$ cat src/rtl/alarma_pkg.sv
// Shared definitions for the plant alarm controller and the blocks around it.
package alarma_pkg;

  localparam int ESTADO_W = 2;

  // Thresholds shared with the display block.
  localparam int UMBRAL_SECO_DEF   = 80;
  localparam int UMBRAL_HUMEDO_DEF = 100;

  typedef enum logic [ESTADO_W-1:0] {
    REPOSO   = 2'd0,
    CONTEO   = 2'd1,
    ALARMA   = 2'd2,
    SILENCIO = 2'd3
  } estado_t;

endpackage

$ cat src/rtl/alarma_ctrl_antirrebote.sv
// Button debouncer: the level follows the synchronized input only after it has
// disagreed for DEB_CYC consecutive clocks; a rising level change emits one press.
module antirrebote #(
  parameter int unsigned DEB_CYC = 1_000_000
) (
  input  logic clk,
  input  logic rst,
  input  logic boton_sync,
  output logic nivel,
  output logic pulsacion
);

  localparam logic [19:0] DEB_LAST = 20'(DEB_CYC - 1);

  logic [19:0] cnt;

  // Count consecutive disagreeing samples; accept the new level on the last one.
  always_ff @(posedge clk) begin
    if (rst) begin
      nivel     <= 1'b0;
      pulsacion <= 1'b0;
      cnt       <= '0;
    end else begin
      pulsacion <= 1'b0;
      if (boton_sync != nivel) begin
        if (cnt == DEB_LAST) begin
          nivel     <= boton_sync;
          pulsacion <= boton_sync;
          cnt       <= '0;
        end else begin
          cnt <= cnt + 20'd1;
        end
      end else begin
        cnt <= '0;
      end
    end
  end

endmodule

$ cat src/rtl/alarma_ctrl.sv
// Plant alarm controller: filters moisture samples with hysteresis and a
// consecutive-dry count, drives the melody generator enable/restart and
// handles a timed snooze from a debounced push-button.
//
// state    | meaning
// REPOSO   | soil fine, waiting for a dry sample
// CONTEO   | counting consecutive dry samples
// ALARMA   | generator enabled, melody restarted every T_ALARMA clocks
// SILENCIO | snoozed for T_SILENCIO clocks
module alarma_ctrl
  import alarma_pkg::*;
#(
  parameter int unsigned DATA_W        = 8,
  parameter int unsigned UMBRAL_SECO   = UMBRAL_SECO_DEF,
  parameter int unsigned UMBRAL_HUMEDO = UMBRAL_HUMEDO_DEF,
  parameter int unsigned N_CONSEC      = 4,
  parameter int unsigned T_ALARMA      = 1_090_000_000,
  parameter int unsigned T_SILENCIO    = 500_000_000,
  parameter int unsigned DEB_CYC       = 1_000_000
) (
  input  logic                clk,
  input  logic                rst,
  input  logic                muestra_valid,
  input  logic [DATA_W-1:0]   muestra,
  input  logic                boton_silencio,
  output logic                alarma_en,
  output logic                alarma_reinicio,
  output logic                seco,
  output logic [ESTADO_W-1:0] estado
);

  localparam int unsigned CNT_W = $clog2(N_CONSEC + 1);

  localparam logic [DATA_W-1:0] LIM_SECO   = DATA_W'(UMBRAL_SECO);
  localparam logic [DATA_W-1:0] LIM_HUMEDO = DATA_W'(UMBRAL_HUMEDO);
  localparam logic [CNT_W-1:0]  N_CNT      = CNT_W'(N_CONSEC);
  localparam logic [31:0]       T_A_LAST   = 32'(T_ALARMA - 1);
  localparam logic [31:0]       T_S_LAST   = 32'(T_SILENCIO - 1);

  logic       sync_1, sync_2;
  logic       pulsacion;
  logic       nivel_unused;

  estado_t    estado_r, estado_sig;
  logic [CNT_W-1:0] cnt_r, cnt_sig;
  logic [31:0] tmr_r, tmr_sig;
  logic       reinicio_sig;
  logic       es_seco, es_humedo;

  assign es_seco   = muestra_valid && (muestra < LIM_SECO);
  assign es_humedo = muestra_valid && (muestra >= LIM_HUMEDO);

  // Two-flop synchronizer for the asynchronous button.
  always_ff @(posedge clk) begin
    if (rst) begin
      sync_1 <= 1'b0;
      sync_2 <= 1'b0;
    end else begin
      sync_1 <= boton_silencio;
      sync_2 <= sync_1;
    end
  end

  antirrebote #(
    .DEB_CYC(DEB_CYC)
  ) u_antirrebote (
    .clk       (clk),
    .rst       (rst),
    .boton_sync(sync_2),
    .nivel     (nivel_unused),
    .pulsacion (pulsacion)
  );

  // Hysteresis flag: set on dry, cleared on wet, held in between.
  always_ff @(posedge clk) begin
    if (rst) begin
      seco <= 1'b0;
    end else if (es_seco) begin
      seco <= 1'b1;
    end else if (es_humedo) begin
      seco <= 1'b0;
    end
  end

  // State, counters and registered outputs.
  always_ff @(posedge clk) begin
    if (rst) begin
      estado_r        <= REPOSO;
      cnt_r           <= '0;
      tmr_r           <= '0;
      alarma_en       <= 1'b0;
      alarma_reinicio <= 1'b0;
    end else begin
      estado_r        <= estado_sig;
      cnt_r           <= cnt_sig;
      tmr_r           <= tmr_sig;
      alarma_en       <= (estado_sig == ALARMA);
      alarma_reinicio <= reinicio_sig;
    end
  end

  // Next state; priority is wet sample, then press, then timer expiry.
  always_comb begin
    estado_sig   = estado_r;
    cnt_sig      = cnt_r;
    tmr_sig      = tmr_r;
    reinicio_sig = 1'b0;
    case (estado_r)
      REPOSO: begin
        cnt_sig = '0;
        tmr_sig = '0;
        if (es_seco) begin
          cnt_sig = CNT_W'(1);
          if (N_CONSEC == 1) begin
            estado_sig   = ALARMA;
            reinicio_sig = 1'b1;
          end else begin
            estado_sig = CONTEO;
          end
        end
      end
      CONTEO: begin
        if (es_seco) begin
          cnt_sig = cnt_r + CNT_W'(1);
          if ((cnt_r + CNT_W'(1)) == N_CNT) begin
            estado_sig   = ALARMA;
            tmr_sig      = '0;
            reinicio_sig = 1'b1;
          end
        end else if (muestra_valid) begin
          estado_sig = REPOSO;
          cnt_sig    = '0;
          tmr_sig    = '0;
        end
      end
      ALARMA: begin
        if (es_humedo) begin
          estado_sig = REPOSO;
          cnt_sig    = '0;
          tmr_sig    = '0;
        end else if (pulsacion) begin
          estado_sig = SILENCIO;
          tmr_sig    = '0;
        end else if (tmr_r == T_A_LAST) begin
          tmr_sig      = '0;
          reinicio_sig = 1'b1;
        end else begin
          tmr_sig = tmr_r + 32'd1;
        end
      end
      SILENCIO: begin
        if (es_humedo) begin
          estado_sig = REPOSO;
          cnt_sig    = '0;
          tmr_sig    = '0;
        end else if (tmr_r == T_S_LAST) begin
          tmr_sig = '0;
          if (seco) begin
            estado_sig   = ALARMA;
            reinicio_sig = 1'b1;
          end else begin
            estado_sig = REPOSO;
            cnt_sig    = '0;
          end
        end else begin
          tmr_sig = tmr_r + 32'd1;
        end
      end
      default: begin
        estado_sig = REPOSO;
        cnt_sig    = '0;
        tmr_sig    = '0;
      end
    endcase
  end

  assign estado = estado_r;

endmodule

$ cat config.mk
export PLATFORM = sky130hd
export DESIGN_NAME = alarma_ctrl
export DESIGN_NICKNAME = d
export VERILOG_FILES = /design/src/rtl/alarma_pkg.sv /design/src/rtl/alarma_ctrl_antirrebote.sv /design/src/rtl/alarma_ctrl.sv
export SDC_FILE = /design/constraint.sdc
export NUM_CORES = 1
export LEC_CHECK = 0
export CAP_MARGIN = 20
export CORE_MARGIN = 2
export CORE_UTILIZATION = 60
export CTS_BUF_LIST = sky130_fd_sc_hd__clkbuf_8
export DETAILED_ROUTE_END_ITERATION = 6
export GPL_TIMING_DRIVEN = 0
export MAX_ROUTING_LAYER = met4
export PLACE_DENSITY = 0.8
export SLEW_MARGIN = 20
export SYNTH_ARGS = -nofsm -noshare
export SYNTH_HDL_FRONTEND = slang
export SYNTH_SLANG_ARGS = --single-unit
$ cat constraint.sdc
create_clock -name clk -period 4.24 [get_ports clk]
set_input_delay 1.06 -clock clk [delete_from_list [all_inputs] [get_ports clk]]
set_output_delay 1.06 -clock clk [all_outputs]
set_load 0.01 [all_outputs]
==> results.md <==
* Clk_lat worst skew at approximately 0.35 ns
* Final WL at 7830 um
* CTS root buffer: clkbuf_8
* Reg2reg end: tmr_r[26]
* CTS Buffer Depth at 2
* Logic gate share of total power at 3.1%
* Seq/Total Area, Yosys at 38.3%
* Endpoint class of the critical path: register
* CP arrival at 3.50 ns
* Post-CTS Setup Bufs at 0
* Number of routed nets with antenna violations at 0
* Worst-case vdd ir drop at 0.000269 V
* CTS sink cnt at 64
* Top-count cell post-synth: dfxtp_1
* Worst-margin pin slew at 0.717 ns
* R2r setup slk at 1.45 ns
* Worst Path Max Fanout at 10
* CTS tree: built
* GRT Util Overall at 27.6%
* Detailed Routing Iterations Pass 1 at 4
* Post-synth EDFFs at 0
* Clock group share of total power at 48.4%
* H-tree depth at 3
* End of the critical path: tmr_r[18]
* Die area at 6180 um2
* Syn Nets at roughly 420
* Library cells used by synthesis at 56
* Cell Rows at 27
* F_max at 0.310 GHz
* Placed cell areas at 3570 um2
* Pleak at 1.36 nW
* Final period utilization at 76.0%
* Antenna Cells at 0
* Initial antenna violation count at 0
* Gates resized, CTS repair at 0
* Die Y at 78.6 um
* R2r startpoint: estado[0]
* Sw Share at 23.3%
* Design area at 3800 um2
* Critical Path Start Type: primary input
* CP Class: in2reg
* Initial Utilization at between 60% and 70%
* Max stage delay on crit path at 0.51 ns
* Global route total overflow at 0
* RSZ-0062 raised after global routing: no
* Top post-synthesis cells by area: dfxtp_1, nand3_1, nor2_1
* Number of global-route vias before repair at 2,799
* Io pins at 17
* Fin. Hold Viols at 0
* Worst path cell trace: clkdlybuf4s50_1, o311a_1, o2bb2ai_1, o21ai_1, a211oi_1, clkbuf_1, nand3_1, mux2i_1
* Final Max Slew Viols at 0
* Async SR Flop Fraction at 0%
* Hold Path Class: reg2reg
* Post-Syn Instances at about 410
* Status: completed
* Fin crit period at 3.22 ns
* Pwr dens at 328 nW/um2
* Depth of the worst register-to-register path at 7
* P&R area growth vs syn at 13.7%
* Share of layout cells above drive strength 1 at a little under a tenth
* Sequential share of power at 48.5%
* DR vias at 3,051
* Worst-path clk slew at 0.07 ns
* Drt drc at 0
* Die X at 78.6 um
* Area of the mapped netlist at approximately 3300 um2
* Int Pwr at between 0.9 and 1 mW
* Core Footprint at 5440 um2
* Flops & latches, synth at 64
* Fin nets at 449
* Max cap viols at 0
* Num CTS Buffers at 9
* Max transition margin at 51.8%
* Synthesized area per cell at 8.19 um2
* Synth area leader: dfxtp_1
* YS warnings at 0
* First-pass GRT wire length at roughly 13,000 um
* Setup Skew at 0.0128 ns
* Psw at around 0.29 mW
* Final GP Congestion at between 0.9 and 1
* DR vias/cell at 5.98
* Post-CTS Hold Buffers at 0
* DRT iter0 DRCs at 185
* Synth top area share at a little under two fifths
* Input/output buffers at 14
* Worst EP required at 4.52 ns
* Drt wl/cell at approximately 15 um
* HPWL Detailed at 5450 um
* Largest net degree at the start of global routing at 14
* Top cells by count, synth: dfxtp_1, nor2_1, nand2_1
* Top FF cell, synth: dfxtp_1
* Setup crit start: muestra[4]
* Setup violators final at 0
* Worst path slowest cell: clkbuf_1
* Post-Route Setup TNS at 0 ns
-- worst min path at each step --
| stage | cells past startpoint | start | end |
|---|---|---|---|
| after global routing | 1 | u_antirrebote.cnt[0] | u_antirrebote.cnt[0] |
| after global placement | 1 | sync_1 | sync_2 |
| after floorplan | 1 | sync_1 | sync_2 |
| after detailed placement | 1 | u_antirrebote.cnt[0] | u_antirrebote.cnt[0] |
| final | 1 | u_antirrebote.cnt[0] | u_antirrebote.cnt[0] |
| after CTS | 1 | u_antirrebote.cnt[0] | u_antirrebote.cnt[0] |
-- metal layers --
layer / global-route usage [%] / vias up / wire [um]
met5: - / - / 0
met4: 8.77 / 0 / 106
met3: 8.85 / 9 / 530
met2: 44.5 / 81 / 3750
met1: 32.7 / 1443 / 3440
li1: - / 1518 / -
-- area by class of cell --
cell class              count  area, um2
flip-flops and latches     64       1280
clock inverters             7        104
plain buffers              18       95.1
repair buffers             14        140
fillers                   452       1640
well taps                  72       90.1
multi-input cells         317       1930
clock buffers               9        124
inverters                   9       33.8
-- metrics by stage --
step	hold slack (ns)	cells	worst slack, ns	utilization (%)	power (mW)
2_1_floorplan	0.414	408	1.49	-	0.638
3_3_place_gp	0.427	494	0.756	65.7	0.657
3_5_place_dp	0.439	494	0.738	65.7	0.657
4_1_cts	0.448	510	1.11	69.9	1.25
5_1_grt	0.476	510	0.858	69.9	1.29
6_report	0.446	510	1.02	69.9	1.25
-- placed cells by master, fill, tap and decap left out, drive strengths merged, types with 3 or more instances in the layout --
cell type and n:
ha 4, or4 5, nor4b 3, a22oi 3, nor3 10, xor2 17, xnor2 9, clkdlybuf4s50 14
and3 12, buf 10, clkbuf 17, clkinv 3, dfxtp 64, nand2 45, nand3b 6, inv 11
or3 10, mux2i 4, a31oi 8, nor4 10, nand4 12, a21oi 16, or2 3, a21o 5
nor2b 4, o21ai 17, nor2 48, nand3 40
-- power by group through the flow --
stage	clock, mW	combinational, mW	sequential (mW)
after CTS	0.611	0.0386	0.605
after global routing	0.639	0.0424	0.605
after global placement	0	0.0375	0.619
after detailed placement	0	0.0380	0.619
final	0.603	0.0387	0.605
after floorplan	0	0.0190	0.619
-- kinds of logic (layout without fill, tap and decap cells) --
kind of cell	count (synthesis)	in the layout	synth area share, %
buffers and inverters	27	57	3.86
muxes	4	4	1.20
xor gates and xnor gates	26	26	6.81
AOI/OAI and AO/OA	64	64	12.2
adders and majority gates	4	4	1.50
DFF	64	64	38.3
and+or+nand+nor	219	219	36.1
-- state kept, by name, summed over array words and instances, names as in the netlist --
register / count
estado: 2
cnt_r: 3
seco: 1
u_antirrebote.cnt: 20
sync_2: 1
u_antirrebote.nivel: 1
sync_1: 1
alarma_reinicio: 1
u_antirrebote.pulsacion: 1
tmr_r: 32
alarma_en: 1
-- worst max-delay path: cells and delay by family --
family                 cells  cell delay (ns)
and+or+nand+nor            1             0.14
AOI/OAI and AO/OA          4             1.23
buffers and inverters      2             0.93
muxes                      1             0.14
Note: power is estimated with default switching activity, not from simulation.
